==> src/rtl/muldiv_unit.sv <==
// Iterative radix-2 multiply/divide unit owning the HI/LO registers.
// Long operations take 33 cycles (32 iterations plus a sign-fixup cycle); MTHI/MTLO complete in one.
module muldiv_unit #(
    parameter int WIDTH = 32
) (
    input  logic             clk,
    input  logic             reset_n,
    input  logic             start,
    input  logic [2:0]       op,
    input  logic [WIDTH-1:0] a,
    input  logic [WIDTH-1:0] b,
    input  logic             cancel,
    output logic             busy,
    output logic             done,
    output logic [WIDTH-1:0] hi,
    output logic [WIDTH-1:0] lo
);
    localparam int CW = $clog2(WIDTH);

    typedef enum logic [1:0] {
        IDLE = 2'd0,
        CALC = 2'd1,
        SIGN = 2'd2
    } state_t;

    state_t               state_reg, state_next;
    logic [CW-1:0]        cnt_reg, cnt_next;
    logic [2*WIDTH-1:0]   acc_reg, acc_next;
    logic [WIDTH-1:0]     opd_reg, opd_next;
    logic [WIDTH-1:0]     a_orig_reg, a_orig_next;
    logic                 is_div_reg, is_div_next;
    logic                 neg_q_reg, neg_q_next;
    logic                 neg_r_reg, neg_r_next;
    logic                 dbz_reg, dbz_next;
    logic [WIDTH-1:0]     hi_reg, hi_next;
    logic [WIDTH-1:0]     lo_reg, lo_next;
    logic                 done_reg, done_next;

    // Operand magnitudes: signed ops (op[0]=0) take the two's-complement absolute value.
    logic             signed_op;
    logic [WIDTH-1:0] a_abs, b_abs;
    assign signed_op = ~op[0];
    assign a_abs     = (signed_op && a[WIDTH-1]) ? -a : a;
    assign b_abs     = (signed_op && b[WIDTH-1]) ? -b : b;

    // Multiply step: conditionally add the multiplicand to the upper half, then shift right.
    logic [WIDTH-1:0]   addend;
    logic [WIDTH:0]     mul_sum;
    logic [2*WIDTH-1:0] mul_step;
    generate
        for (genvar gi = 0; gi < WIDTH; gi++) begin : g_addend
            assign addend[gi] = opd_reg[gi] & acc_reg[0];
        end
    endgenerate
    assign mul_sum  = {1'b0, acc_reg[2*WIDTH-1:WIDTH]} + {1'b0, addend};
    assign mul_step = {mul_sum, acc_reg[WIDTH-1:1]};

    // Restoring divide step: acc holds {remainder, dividend/quotient}.
    logic [WIDTH:0]     div_shift, div_diff;
    logic [2*WIDTH-1:0] div_step;
    assign div_shift = acc_reg[2*WIDTH-1:WIDTH-1];
    assign div_diff  = div_shift - {1'b0, opd_reg};
    assign div_step  = div_diff[WIDTH]
                     ? {div_shift[WIDTH-1:0], acc_reg[WIDTH-2:0], 1'b0}
                     : {div_diff[WIDTH-1:0],  acc_reg[WIDTH-2:0], 1'b1};

    logic [2*WIDTH-1:0] prod_signed;
    logic [WIDTH-1:0]   quo_signed, rem_signed;
    assign prod_signed = neg_q_reg ? -acc_reg : acc_reg;
    assign quo_signed  = neg_q_reg ? -acc_reg[WIDTH-1:0] : acc_reg[WIDTH-1:0];
    assign rem_signed  = neg_r_reg ? -acc_reg[2*WIDTH-1:WIDTH] : acc_reg[2*WIDTH-1:WIDTH];

    always_comb begin
        state_next  = state_reg;
        cnt_next    = cnt_reg;
        acc_next    = acc_reg;
        opd_next    = opd_reg;
        a_orig_next = a_orig_reg;
        is_div_next = is_div_reg;
        neg_q_next  = neg_q_reg;
        neg_r_next  = neg_r_reg;
        dbz_next    = dbz_reg;
        hi_next     = hi_reg;
        lo_next     = lo_reg;
        done_next   = 1'b0;
        case (state_reg)
            IDLE: begin
                if (start && !cancel) begin
                    if (!op[2]) begin
                        is_div_next = op[1];
                        neg_q_next  = signed_op & (a[WIDTH-1] ^ b[WIDTH-1]);
                        neg_r_next  = signed_op & a[WIDTH-1];
                        dbz_next    = op[1] && (b == '0);
                        a_orig_next = a;
                        // Multiply keeps the multiplier in acc and multiplicand in opd; divide the reverse roles.
                        acc_next    = op[1] ? {{WIDTH{1'b0}}, a_abs} : {{WIDTH{1'b0}}, b_abs};
                        opd_next    = op[1] ? b_abs : a_abs;
                        cnt_next    = '0;
                        state_next  = CALC;
                    end else if (op[1:0] == 2'b00) begin
                        hi_next = a;
                    end else if (op[1:0] == 2'b01) begin
                        lo_next = a;
                    end
                end
            end
            CALC: begin
                if (cancel) begin
                    state_next = IDLE;
                end else begin
                    acc_next = is_div_reg ? div_step : mul_step;
                    cnt_next = cnt_reg + 1'b1;
                    if (cnt_reg == CW'(WIDTH - 1)) begin
                        state_next = SIGN;
                    end
                end
            end
            SIGN: begin
                state_next = IDLE;
                if (!cancel) begin
                    done_next = 1'b1;
                    if (!is_div_reg) begin
                        {hi_next, lo_next} = prod_signed;
                    end else if (dbz_reg) begin
                        lo_next = '1;
                        hi_next = a_orig_reg;
                    end else begin
                        lo_next = quo_signed;
                        hi_next = rem_signed;
                    end
                end
            end
            default: state_next = IDLE;
        endcase
    end

    always_ff @(posedge clk or negedge reset_n) begin
        if (!reset_n) begin
            state_reg  <= IDLE;
            cnt_reg    <= '0;
            acc_reg    <= '0;
            opd_reg    <= '0;
            a_orig_reg <= '0;
            is_div_reg <= 1'b0;
            neg_q_reg  <= 1'b0;
            neg_r_reg  <= 1'b0;
            dbz_reg    <= 1'b0;
            hi_reg     <= '0;
            lo_reg     <= '0;
            done_reg   <= 1'b0;
        end else begin
            state_reg  <= state_next;
            cnt_reg    <= cnt_next;
            acc_reg    <= acc_next;
            opd_reg    <= opd_next;
            a_orig_reg <= a_orig_next;
            is_div_reg <= is_div_next;
            neg_q_reg  <= neg_q_next;
            neg_r_reg  <= neg_r_next;
            dbz_reg    <= dbz_next;
            hi_reg     <= hi_next;
            lo_reg     <= lo_next;
            done_reg   <= done_next;
        end
    end

    assign busy = (state_reg != IDLE);
    assign done = done_reg;
    assign hi   = hi_reg;
    assign lo   = lo_reg;

endmodule

==> config.mk <==
export PLATFORM = sky130hd
export DESIGN_NAME = muldiv_unit
export DESIGN_NICKNAME = d
export VERILOG_FILES = /design/src/rtl/muldiv_unit.sv
export SDC_FILE = /design/constraint.sdc
export NUM_CORES = 1
export LEC_CHECK = 0
export ABC_AREA = 1
export CELL_PAD_IN_SITES_DETAIL_PLACEMENT = 1
export CELL_PAD_IN_SITES_GLOBAL_PLACEMENT = 1
export CORE_MARGIN = 2
export CORE_UTILIZATION = 35
export DETAILED_ROUTE_END_ITERATION = 8
export DONT_BUFFER_PORTS = 1
export GPL_ROUTABILITY_DRIVEN = 0
export PLACE_DENSITY = 0.73
export RECOVER_POWER = 50
export SYNTH_ARGS = -nofsm -noshare
export SYNTH_HDL_FRONTEND = slang
export SYNTH_SLANG_ARGS = --single-unit
export TNS_END_PERCENT = 10
==> constraint.sdc <==
create_clock -name clk -period 2.6 [get_ports clk]
set_input_delay 0.52 -clock clk [delete_from_list [all_inputs] [get_ports clk]]
set_output_delay 0.52 -clock clk [all_outputs]
set_load 0.03 [all_outputs]
---- Yosys cells after proc, flatten, opt, wreduce, memory -nomap -nowiden ----
Cells that the tools add are included.
operators by class
  add/subtract/negate cells ............... 8
  eq/ne operators ......................... 13
  multiplexer cells ....................... 39
  bitwise operators ....................... 37
  reduce and logical (&&, ||, !) cells .... 16
operators with widths
  kind                                            count
  two-way mux 32 bit                              19
  two-way mux 64 bit                              6
  negation 32 bit                                 4
  case mux 32 bit (2 select lines)                2
  case mux 64 bit (2 select lines)                1
  negation 64 bit                                 1
  AND 1 bit                                       34
  adder 32 x 32 -> 33 bit                         1
  subtractor 33 x 32 -> 33 bit                    1
  zero test 32 bit                                1
  != test 2 bit (second input constant)           8
  two-way mux 5 bit                               3
  case mux 5 bit (2 select lines)                 1
  two-way mux 2 bit                               4
  AND reduction 3 bit                             2
  AND reduction 6 bit                             1
  nonzero test 2 bit                              3
  adder 5 x 1 -> 5 bit (second input constant)    1
  == test 5 bit (second input constant)           1
  AND reduction 5 bit                             1
  == test 2 x 1 -> 1 bit (second input constant)  2
  logical AND 1 bit                               4
  zero test 2 bit                                 2
  case mux 2 bit (2 select lines)                 1
  7 further kinds                                 9
storage, ports and cells
  bits in registers ....................... 204
  bits of input ports ..................... 71
  output and inout port bits .............. 66
  logic and storage cells ................. 125

---- Depth between registers and ports, before layout ----
Gate-level depths: netlist of run 1.
  word-level depth ........................ 7
  gate-level depth with buffers ........... 22
  mapped depth without buffers ............ 20

---- Worst setup path after synthesis of run 1 ----
No wires, ideal clock.
  kind .................................... reg2reg
  start point ............................. register acc_reg[0]
  end point ............................... register acc_reg[57]
  setup time .............................. 0.116 ns
  arrival time ............................ 2.492 ns
  data required time ...................... 2.484 ns
  path slack .............................. -0.008 ns
  cell stages (with the launch flop) ...... 22
  path buffers ............................ 2
  clock period less this slack ............ 2.608 ns
  path through ............................ dfrtp_1 -> buf_2 -> clkbuf_1 -> nand2_1 -> inv_1 -> ha_1 -> inv_1 -> fa_1 -> inv_1 -> nand2_1 -> a21oi_1 -> nand2_1 -> nand2_1 -> nand2_1 -> nand2_1 -> nand2_1 -> nand3_1 -> nand3_1 -> nand2_1 -> inv_1 -> nand2_1 -> nand2_1
between the ends
  word-level cells in the longest chain between the ends .. 5
  elaborated cells between the ends (all ways) .. 31
  classes of those cells .................. add/sub (1); mux (3); bitwise (27)
RTL lines
  element                             RTL line  text
  start, declared                     28        logic [2*WIDTH-1:0] acc_reg, acc_next;
  start signal, assigned              154       acc_reg <= acc_next;
  AND 1 bit                           52        assign addend[gi] = opd_reg[gi] & acc_reg[0];
  adder 32 x 32 -> 33 bit *           55        assign mul_sum = {1'b0, acc_reg[2*WIDTH-1:WIDTH]} + {1'b0, addend};
  two-way mux 64 bit *                111       acc_next = is_div_reg ? div_step : mul_step;
  two-way mux 64 bit *                108       if (cancel) begin
  case mux 64 bit (2 select lines) *  86        case (state_reg)
Every way passes the cells marked *; elsewhere a longest branch is shown, timed or not. The select of a mux whose other input is x is not followed.
A chain may end at the register's enable or synchronous reset.

---- Worst setup path in the final report of run 1 ----
  start point ............................. register opd_reg[18]
  end point ............................... register acc_reg[49]
between the ends
  word-level cells in the longest chain between the ends .. 5
  elaborated cells between the ends (all ways) .. 7
  classes of those cells .................. add/sub (2); mux (4); bitwise (1)
RTL lines
  element                                                               RTL line  text
  start, declared                                                       29        logic [WIDTH-1:0] opd_reg, opd_next;
  start signal, assigned                                                155       opd_reg <= opd_next;
  subtractor 33 x 32 -> 33 bit / AND 1 bit (equally long branches)      62, 52
  two-way mux 64 bit / adder 32 x 32 -> 33 bit (equally long branches)  64, 55
  two-way mux 64 bit *                                                  111
  two-way mux 64 bit *                                                  108
  case mux 64 bit (2 select lines) *                                    86
Marks and branches as above.

==> reports/qor.csv, run 1 <==
metric;value;unit
status;finished with violations;
violations;negative hold slack, negative setup slack;
grt_pass1_wl;147.1;mm
h-tree-depth;1;
r2r_setup_slack;-0.004;ns
leakagePower;12.09;nW
fp.coreArea;57370;um2
clockBufferDepth;3;
initialDrtViolationCount;2108;
gr-total-overflow;0;
clock_latency;0.59;ns
fin_skew;0.01763;ns
dr.pass1.iters;5;
ant_nets;0;
die_y;244.1;um
num_rows;88;
use_met1;42.02;%
io_pins;137;
totalWireLength;99.80;mm
synth_top_area_share;25.30;%
dieWidth;244.1;um
finalHoldViolations;204;
synth_edf_count;0;
p_int;12.54;mW
multi_input_area;13510;um2
crit_chain;inv_1 > ha_2 > nand2_4 > inv_2 > nand2_1 > nand2_1 > nand2_1 > nand2_2 > a21oi_4 > nand2_4 > nand2_8 > nand2_8 > buf_4 > nand3_2 > nand3_1 > nand2_1 > nand2_1;
grt_use_met2;51.13;%
combPwrFrac;64.5;%
power_switching;15.08;mW
grt_most_used_layer;met2;
grt_usage;32.32;%
grt_pass1_vias;24110;
ys_types;58;
met3_usage;6.486;%
seq_area;5125;um2
cts_root_buffer;clkbuf_16;
stdcell_area;23920;um2
slew_headroom;36.40;%
pwr-share-seq;21.7;%
min_period;2.604;ns
ys_ff_latch;204;
dpl.hpwl;79.76;mm
ys_warn_count;0;
path_common_cell;nand2_1;
routedWlPerCell;22.84;um
dieArea;59590;um2
cts_buffers;27;
endpoint_kind;register;
cp.required;3.07;ns
antenna_found_initial;5;
synth_most_common_cell;nand2_1;
drive_gt1_share;13.02;%
cts_tree;built;
synth_area_leader_cell;dfrtp_1;
cp_top_family;simple AND/OR/NAND/NOR gates;
irDropWorstVdd;0.5820;mV
powerDensity;1155;nW/um2
crit_fanout;6;
finalMaxSlewViolations;0;
layout.nets;3725;
critPathBufInv;3;
vias;24390;
syn_nets;3588;
synth_common_cells;nand2_1 (1037), nor2_1 (490), inv_1 (412);
drcViolationCount;0;
cts.sinks;204;
ys_seq_area_share;25.30;%
pwr-share-clk;13.9;%
cpMaxStageDelayCell;dfrtp_2;
viasPerCell;5.583;
arrival;3.08;ns
postSynthAreaPerCell;5.858;um2
slowest_delay;0.47;ns
syn-cell-area;20180;um2
async_flop_share;100.0;%
worst_pin_slew;0.9530;ns
cts.reportedPaths.clkPinSlew;0.06;ns
sw_frac_of_total;54.60;%
fmax;384.1;MHz
grt_max_degree;205;
io_buffers;0;
fin_crit_sh;100.1;%
largest_register_ffs;64;
synth_cells;3445;
crit_type;reg -> reg;
rsz0062_at_grt;true;
initial_core_util;35.18;%
hold_path.class;in -> async;
holdWs;-0.3530;ns
synth_top_flop_cell;dfrtp_1;
syn_to_final_growth;18.51;%
dpl_worst_slack;-0.09114;ns
nFillCells;7803;
placed_cell_area;22400;um2
setup_viol_count_final;1;
cp-start-kind;register;
setup_ws;-0.003553;ns
drv_cap;0;
synth_area_leaders;dfrtp_1 (25%), nand2_1 (19%), nor2_1 (9.1%);
[metal layers]
layer	vias up	wire, um
met4	4	5721
met2	941	44090
met3	266	8147
met5	-	22
li1	11370	-
met1	11810	41820
[final timing paths]
kind,cells past startpoint,startpoint,to
max,17,opd_reg[18],acc_reg[49]
min in group clk,1,cancel,done
min reg2reg,2,a_orig_reg[30],a_orig_reg[30]
max reg2reg,17,opd_reg[18],acc_reg[49]
min,0,reset_n,hi[29]
max in group asynchronous,0,reset_n,opd_reg[7]
[cells in the final DEF, fill, tap and decap left out, types with 9 or more instances in the layout]
cell type,Yosys,final
o21ai_1,9,22
nor3_1,25,25
ha_4,0,13
nor2_2,10,22
xnor2_1,15,15
dfrtp_2,0,16
ha_1,70,47
clkbuf_16,0,27
nand4_1,43,43
o21ai_0,221,205
inv_2,9,21
buf_4,0,217
nor2_4,1,9
xor2_1,53,53
o211ai_1,28,28
o21bai_1,10,10
nand2_2,5,19
a31oi_1,15,15
or2_2,13,13
ha_2,0,10
nand2_1,1037,1019
a22oi_1,18,18
a21oi_1,224,205
inv_1,412,398
nor2_1,490,470
a21oi_2,1,20
nand3b_1,18,18
nand3_2,11,21
nand3_1,318,306
dfrtp_1,204,188
[stage by stage]
step / setup TNS (ns) / cells / power (mW) / utilization (%)
after floorplan: 0 / 3445 / 15.74 / -
after detailed placement: -0.6444 / 4308 / 22.16 / 39.05
after global placement: 0 / 4308 / 21.85 / 39.05
after CTS: -0.3755 / 4358 / 26.20 / 40.65
final: -0.003553 / 4369 / 27.63 / 41.69
after global routing: -0.9968 / 4367 / 29.42 / 41.68
[worst register-to-register path, cell delays in order (launching register included)]
cell and delay (ns):
dfrtp_2 0.47, inv_1 0.10, ha_2 0.32, nand2_4 0.10, inv_2 0.04, nand2_1 0.07, nand2_1 0.07, nand2_1 0.10
nand2_2 0.09, a21oi_4 0.27, nand2_4 0.12, nand2_8 0.11, nand2_8 0.09, buf_4 0.16, nand3_2 0.08, nand3_1 0.12
nand2_1 0.14, nand2_1 0.05
[repair_timing]
action	CTS	global route
hold endpoints to repair	204	204
setup buffers	1	7
pin swaps	2	21
resized for setup	9	158
cloned	0	2
setup endpoints to repair	26	57
[kinds of logic after synthesis]
kind of cell    share of synthesized area (%)
flops                                   25.30
xor+xnor                                2.951
fa+ha+maj                               4.538
simple gates                            41.34
buf+inv                                 10.52
compound gates                          15.31
mux                                   0.04960
[area by class of cell]
cell class,count,area share (%)
multi-input combinational,2696,56.50
sequential,204,21.43
timing repair buffer,230,7.717
inverter,423,6.665
tap,765,4.002
clock buffer,34,3.019
clock inverter,15,0.6435
antenna,2,0.02093
[power groups by stage]
stage / Combinational [mW] / Sequential (mW) / Clock [mW]
6_report: 17.8 / 5.98 / 3.84
5_1_grt: 19.4 / 6.07 / 3.97
4_1_cts: 16.5 / 5.87 / 3.85
3_5_place_dp: 16.2 / 5.92 / 0
3_3_place_gp: 15.9 / 5.91 / 0
2_1_floorplan: 10.2 / 5.56 / 0
No activity file was read; power rests on OpenSTA's default activity.
==> run 2: changes to the inputs <==
--- a/config.mk
+++ b/config.mk
@@ -5,7 +5,6 @@
 export SDC_FILE = /design/constraint.sdc
 export NUM_CORES = 1
 export LEC_CHECK = 0
-export ABC_AREA = 1
 export CELL_PAD_IN_SITES_DETAIL_PLACEMENT = 1
 export CELL_PAD_IN_SITES_GLOBAL_PLACEMENT = 1
 export CORE_MARGIN = 2
@@ -13,7 +12,7 @@
 export DETAILED_ROUTE_END_ITERATION = 8
 export DONT_BUFFER_PORTS = 1
 export GPL_ROUTABILITY_DRIVEN = 0
-export PLACE_DENSITY = 0.73
+export PLACE_DENSITY = 0.69
 export RECOVER_POWER = 50
 export SYNTH_ARGS = -nofsm -noshare
 export SYNTH_HDL_FRONTEND = slang
==> reports/qor.csv, run 2 <==
metric;value;unit
met1_length;31.31;mm
antenna_found_initial;3;
initial_core_util;35.23;%
viasPerCell;5.983;
dieWidth;225.3;um
cts.sinks;204;
wl_met3;5.285;mm
fin_skew;0.02644;ns
dpl_worst_slack;-0.7009;ns
arrival;3.64;ns
sw_frac_of_total;46.17;%
h-tree-depth;1;
dr.pass1.iters;6;
drcViolationCount;0;
ys_seq_area_share;29.79;%
layout.nets;2687;
pwr-share-seq;20.6;%
synth_area_leaders;dfrtp_1 (30%), o21ai_0 (6.7%), nand2_1 (6.6%);
ys_ff_latch;204;
violations;negative hold slack, negative setup slack;
synth_common_cells;nand2_1 (302), o21ai_0 (229), nor2_1 (217);
final_core_util;45.51;%
setup-tns-final;-16.76;ns
setup_viol_count_final;53;
fp.coreArea;48650;um2
worst_pin_slew;0.8675;ns
pwr-share-clk;15.3;%
cp-start-kind;register;
slew_headroom;41.95;%
vias;19060;
clock_latency;0.58;ns
synth_cells;2249;
holdWs;-0.3632;ns
stdcell_area;22140;um2
io_pins;137;
syn_to_final_growth;29.16;%
min_period;3.195;ns
async_flop_share;100.0;%
cts_buffers;26;
cts.reportedPaths.clkPinSlew;0.07;ns
dieArea;50760;um2
ys_types;82;
placed_cell_area;20690;um2
syn_nets;2392;
ys_warn_count;0;
grt_usage;30.08;%
num_rows;81;
initialDrtViolationCount;1382;
synth_edf_count;0;
cts_tree;built;
rsz0062_at_grt;true;
finalMaxSlewViolations;0;
grt_max_degree;205;
grt_pass1_wl;116.8;mm
synth_top_flop_cell;dfrtp_1;
ant_nets;0;
synth_top_area_share;29.79;%
final_common_cell;buf_4;
fin_crit_sh;122.9;%
largest_register_ffs;64;
gr-total-overflow;0;
powerDensity;1114;nW/um2
dpl.hpwl;60.22;mm
power_switching;11.39;mW
crit_fanout;4;
hold_path.class;in -> async;
mostFrequentLayoutCells;buf_4 (418), nand2_1 (298), nor2_1 (208);
p_int;13.28;mW
fmax;313.0;MHz
drive_gt1_share;24.31;%
cts_root_buffer;clkbuf_16;
grt_pass1_vias;19920;
cp.required;3.04;ns
io_buffers;0;
status;finished with violations;
routed.top_layer;met5;
leakagePower;10.12;nW
irDropWorstVdd;0.5359;mV
nFillCells;5934;
synth_area_leader_cell;dfrtp_1;
die_y;225.3;um
synth_most_common_cell;nand2_1;
setup_ws;-0.5952;ns
finalHoldViolations;204;
reg2regPathDepth;13;
routedWlPerCell;24.54;um
postSynthAreaPerCell;7.621;um2
crit_type;reg -> reg;
dr_wl_met2;36.93;mm
syn-cell-area;17140;um2
totalWireLength;78.18;mm
endpoint_kind;register;
drv_cap;0;
combPwrFrac;64.0;%
clockBufferDepth;3;
-- run 2: cell count changes after synthesis, sizes merged, moves of 35 or more --
cell / change
mux2i: +61
inv: -357
o22ai: +46
nand2: -745
nor2: -284
a21o: +35
xnor2: +91
clkbuf: +62
nand3: -279
-- run 2: per-stage QoR --
stage	instances	power, mW	hold slack (ns)
floorplan	2249	13.11	0.2244
global placement	3132	19.19	0.2297
detailed placement	3132	19.77	0.2299
CTS	3182	23.89	-0.3650
global route	3185	26.05	-0.3614
finish	3186	24.67	-0.3632
-- run 2: metal layers --
layer / track usage, % / up-vias
met5: 0 / -
met4: 15.12 / 4
met3: 6.063 / 228
met2: 50.46 / 603
met1: 36.62 / 9580
li1: - / 8648
-- run 2: path summary, 6_finish.rpt --
kind / from / to / slack [ns]
max in group asynchronous: reset_n / acc_reg[42] / 2.66
worst min-delay path: reset_n / lo[21] / -0.36
worst max-delay path: opd_reg[0] / acc_reg[61] / -0.60
worst min register to register: a_orig_reg[9] / a_orig_reg[9] / 0.49
min in group clk: op[0] / neg_q_reg / 0.05
worst max register to register: opd_reg[0] / acc_reg[61] / -0.60
-- run 2: layout make-up --
cell class              instances  area [um2]  share of cell area [%]
inverters                      67       256.5                   1.159
multi-input cells            1814       11800                   53.31
diodes                          1       2.502                 0.01130
flip-flops and latches        204        5110                   23.08
well taps                     622       778.2                   3.516
clock inverters                13       127.6                  0.5765
repair buffers                431        3328                   15.03
clock buffers                  34       732.0                   3.306
-- run 2: repair_timing --
action / 4_1_cts / 5_1_grt
buffers inserted: 3 / 3
endpoints found under the hold margin: 204 / 204
endpoints found under the setup margin: 66 / 81
cloned: 0 / 0
gates resized for setup: 42 / 113
pin swaps: 12 / 20
-- run 2: cell families (layout without fill, tap and decap cells) --
kind of cell	Yosys count	after routing	synth area share (%)
simple gates	769	769	20.67
compound gates	748	748	26.89
buf+inv	231	545	5.249
flops	204	204	29.79
xor+xnor	156	156	7.972
fa+ha+maj	72	72	5.344
mux	69	69	4.081
other cells	0	1	0
-- run 2: critical path: stages, from the launching register on --
cell and delay (ns):
dfrtp_1 0.42, and2_1 0.17, ha_2 0.18, inv_1 0.05
fa_2 0.34, nand2b_4 0.15, a21oi_2 0.16, nor2_2 0.08
o311ai_4 0.40, a31oi_4 0.22, o31ai_4 0.31, o41ai_2 0.10
xnor2_1 0.16, a221o_1 0.31
-- run 2: power groups by stage --
stage | registers [mW] | clock network, mW | logic, mW
floorplan | 5.08 | 0 | 8.03
global placement | 5.08 | 0 | 14.1
detailed placement | 5.11 | 0 | 14.7
CTS | 5.07 | 3.81 | 15.0
global route | 5.18 | 3.90 | 17.0
finish | 5.09 | 3.79 | 15.8
==> run 3: changes to the inputs <==
--- a/config.mk
+++ b/config.mk
@@ -17,4 +17,4 @@
 export SYNTH_ARGS = -nofsm -noshare
 export SYNTH_HDL_FRONTEND = slang
 export SYNTH_SLANG_ARGS = --single-unit
-export TNS_END_PERCENT = 10
+export TNS_END_PERCENT = 50
==> reports/qor.csv, run 3 (synthesized netlist as in run 2, its figures left out) <==
metric;value;unit
status;finished with violations;
violations;negative hold slack, negative setup slack;
grt_pass1_wl;122.5;mm
fin_crit_sh;127.4;%
holdWs;-0.3543;ns
fin_skew;0.02830;ns
slew_headroom;38.57;%
grt_max_degree;205;
totalWireLength;82.83;mm
setup_viol_count_final;67;
crit_type;reg -> reg;
cts.sinks;204;
dpl.hpwl;60.65;mm
setup-tns-final;-22.73;ns
drive_gt1_share;29.52;%
dr.pass1.iters;5;
combPwrFrac;66.7;%
syn_to_final_growth;36.40;%
routedWlPerCell;25.55;um
reg2regPathDepth;12;
drv_cap;0;
antenna_found_initial;0;
layout.nets;2745;
final_common_cell;buf_4;
largest_register_ffs;64;
cts_root_buffer;clkbuf_16;
clock_latency;0.58;ns
sw_frac_of_total;46.59;%
mostFrequentLayoutCells;buf_4 (447), nand2_1 (291), dfrtp_1 (198);
ant_nets;0;
setup_ws;-0.7121;ns
io_buffers;0;
gr-total-overflow;0;
viasPerCell;6.056;
h-tree-depth;1;
p_int;14.50;mW
r2r_end;acc_reg[63];
arrival;3.77;ns
fp.coreArea;48650;um2
cp-start-kind;register;
hold_path.class;in -> async;
nFillCells;5846;
crit_fanout;5;
grt_pass1_vias;20640;
finalMaxSlewViolations;0;
pwr-share-seq;19.3;%
num_rows;81;
finalHoldViolations;204;
min_period;3.312;ns
die_y;225.3;um
endpoint_kind;register;
irDropWorstVdd;0.5652;mV
p_total;27.16;mW
powerDensity;1162;nW/um2
vias;19630;
seq_area;5115;um2
leakagePower;10.58;nW
worst_pin_slew;0.9181;ns
r2r_setup_slack;-0.71;ns
grt_usage;31.50;%
fmax;301.9;MHz
drcViolationCount;0;
cts_buffers;25;
stdcell_area;23380;um2
rsz0062_at_grt;true;
io_pins;137;
cp-startpoint;acc_reg[0];
cp.required;3.06;ns
initial_core_util;35.23;%
clockBufferDepth;3;
dieArea;50760;um2
pwr-share-clk;14.0;%
power_switching;12.65;mW
cts.reportedPaths.clkPinSlew;0.06;ns
placed_cell_area;20780;um2
dieWidth;225.3;um
r2r_start;acc_reg[0];
multi_input_area;12420;um2
initialDrtViolationCount;1441;
final_core_util;48.06;%
cts_tree;built;
run 3: stage by stage:
step	setup WS (ns)	instances
after detailed placement	-0.6779	3142
after global placement	-0.5310	3142
after CTS	-0.5642	3223
final	-0.7121	3242
after floorplan	-0.2871	2249
after global routing	-0.7855	3241
run 3: how the worst max path moves through the flow:
stage                   to  slack (ns)  cells after the start
2_1_floorplan  acc_reg[61]       -0.29                     10
3_3_place_gp   acc_reg[60]       -0.53                     13
3_5_place_dp   acc_reg[63]       -0.68                     12
4_1_cts        acc_reg[60]       -0.56                     13
5_1_grt        acc_reg[63]       -0.79                     12
6_report       acc_reg[63]       -0.71                     12
run 3: critical path, cell delays in order, from the launching register on:
cell and delay, ns:
dfrtp_2 0.44, buf_6 0.13, clkinvlp_4 0.19, buf_6 0.20, nor2_4 0.13, ha_4 0.17
nand4_1 0.23, o311ai_4 0.48, a31oi_4 0.24, o311ai_4 0.38, a21oi_2 0.10, o31a_1 0.26
o31ai_2 0.24
run 3: layer usage:
metal / vias to the layer above / routed length (um) / GRT usage, %
met3: 251 / 5592 / 5.515
met2: 745 / 39670 / 53.01
met1: 9867 / 32440 / 38.31
met4: 0 / 5127 / 16.94
li1: 8771 / - / -
met5: - / 0 / 0
run 3: layout make-up:
| cell class | count | area share, % |
|---|---|---|
| Inverter | 67 | 1.097 |
| Timing Repair inverter | 1 | 0.03211 |
| Tap cell | 622 | 3.329 |
| Timing Repair Buffer | 489 | 16.87 |
| Clock buffer | 30 | 2.842 |
| Sequential cell | 204 | 21.88 |
| Clock inverter | 14 | 0.7975 |
| Multi-Input combinational cell | 1814 | 53.14 |
| Antenna cell | 1 | 0.01070 |
run 3: power groups by stage:
stage	combinational [mW]	sequential, mW	clock [mW]
detailed placement	14.5	5.20	0
global route	19.3	5.31	3.92
floorplan	8.12	5.08	0
finish	18.1	5.23	3.81
global placement	13.9	5.16	0
CTS	16.7	5.19	3.82
run 3: what timing repair did:
| action | CTS | global route |
|---|---|---|
| setup endpoints to repair | 72 | 81 |
| pin swaps | 81 | 52 |
| resized for setup | 201 | 115 |
| gates cloned | 7 | 0 |
| setup buffers | 31 | 19 |
| endpoints found under the hold margin | 204 | 204 |
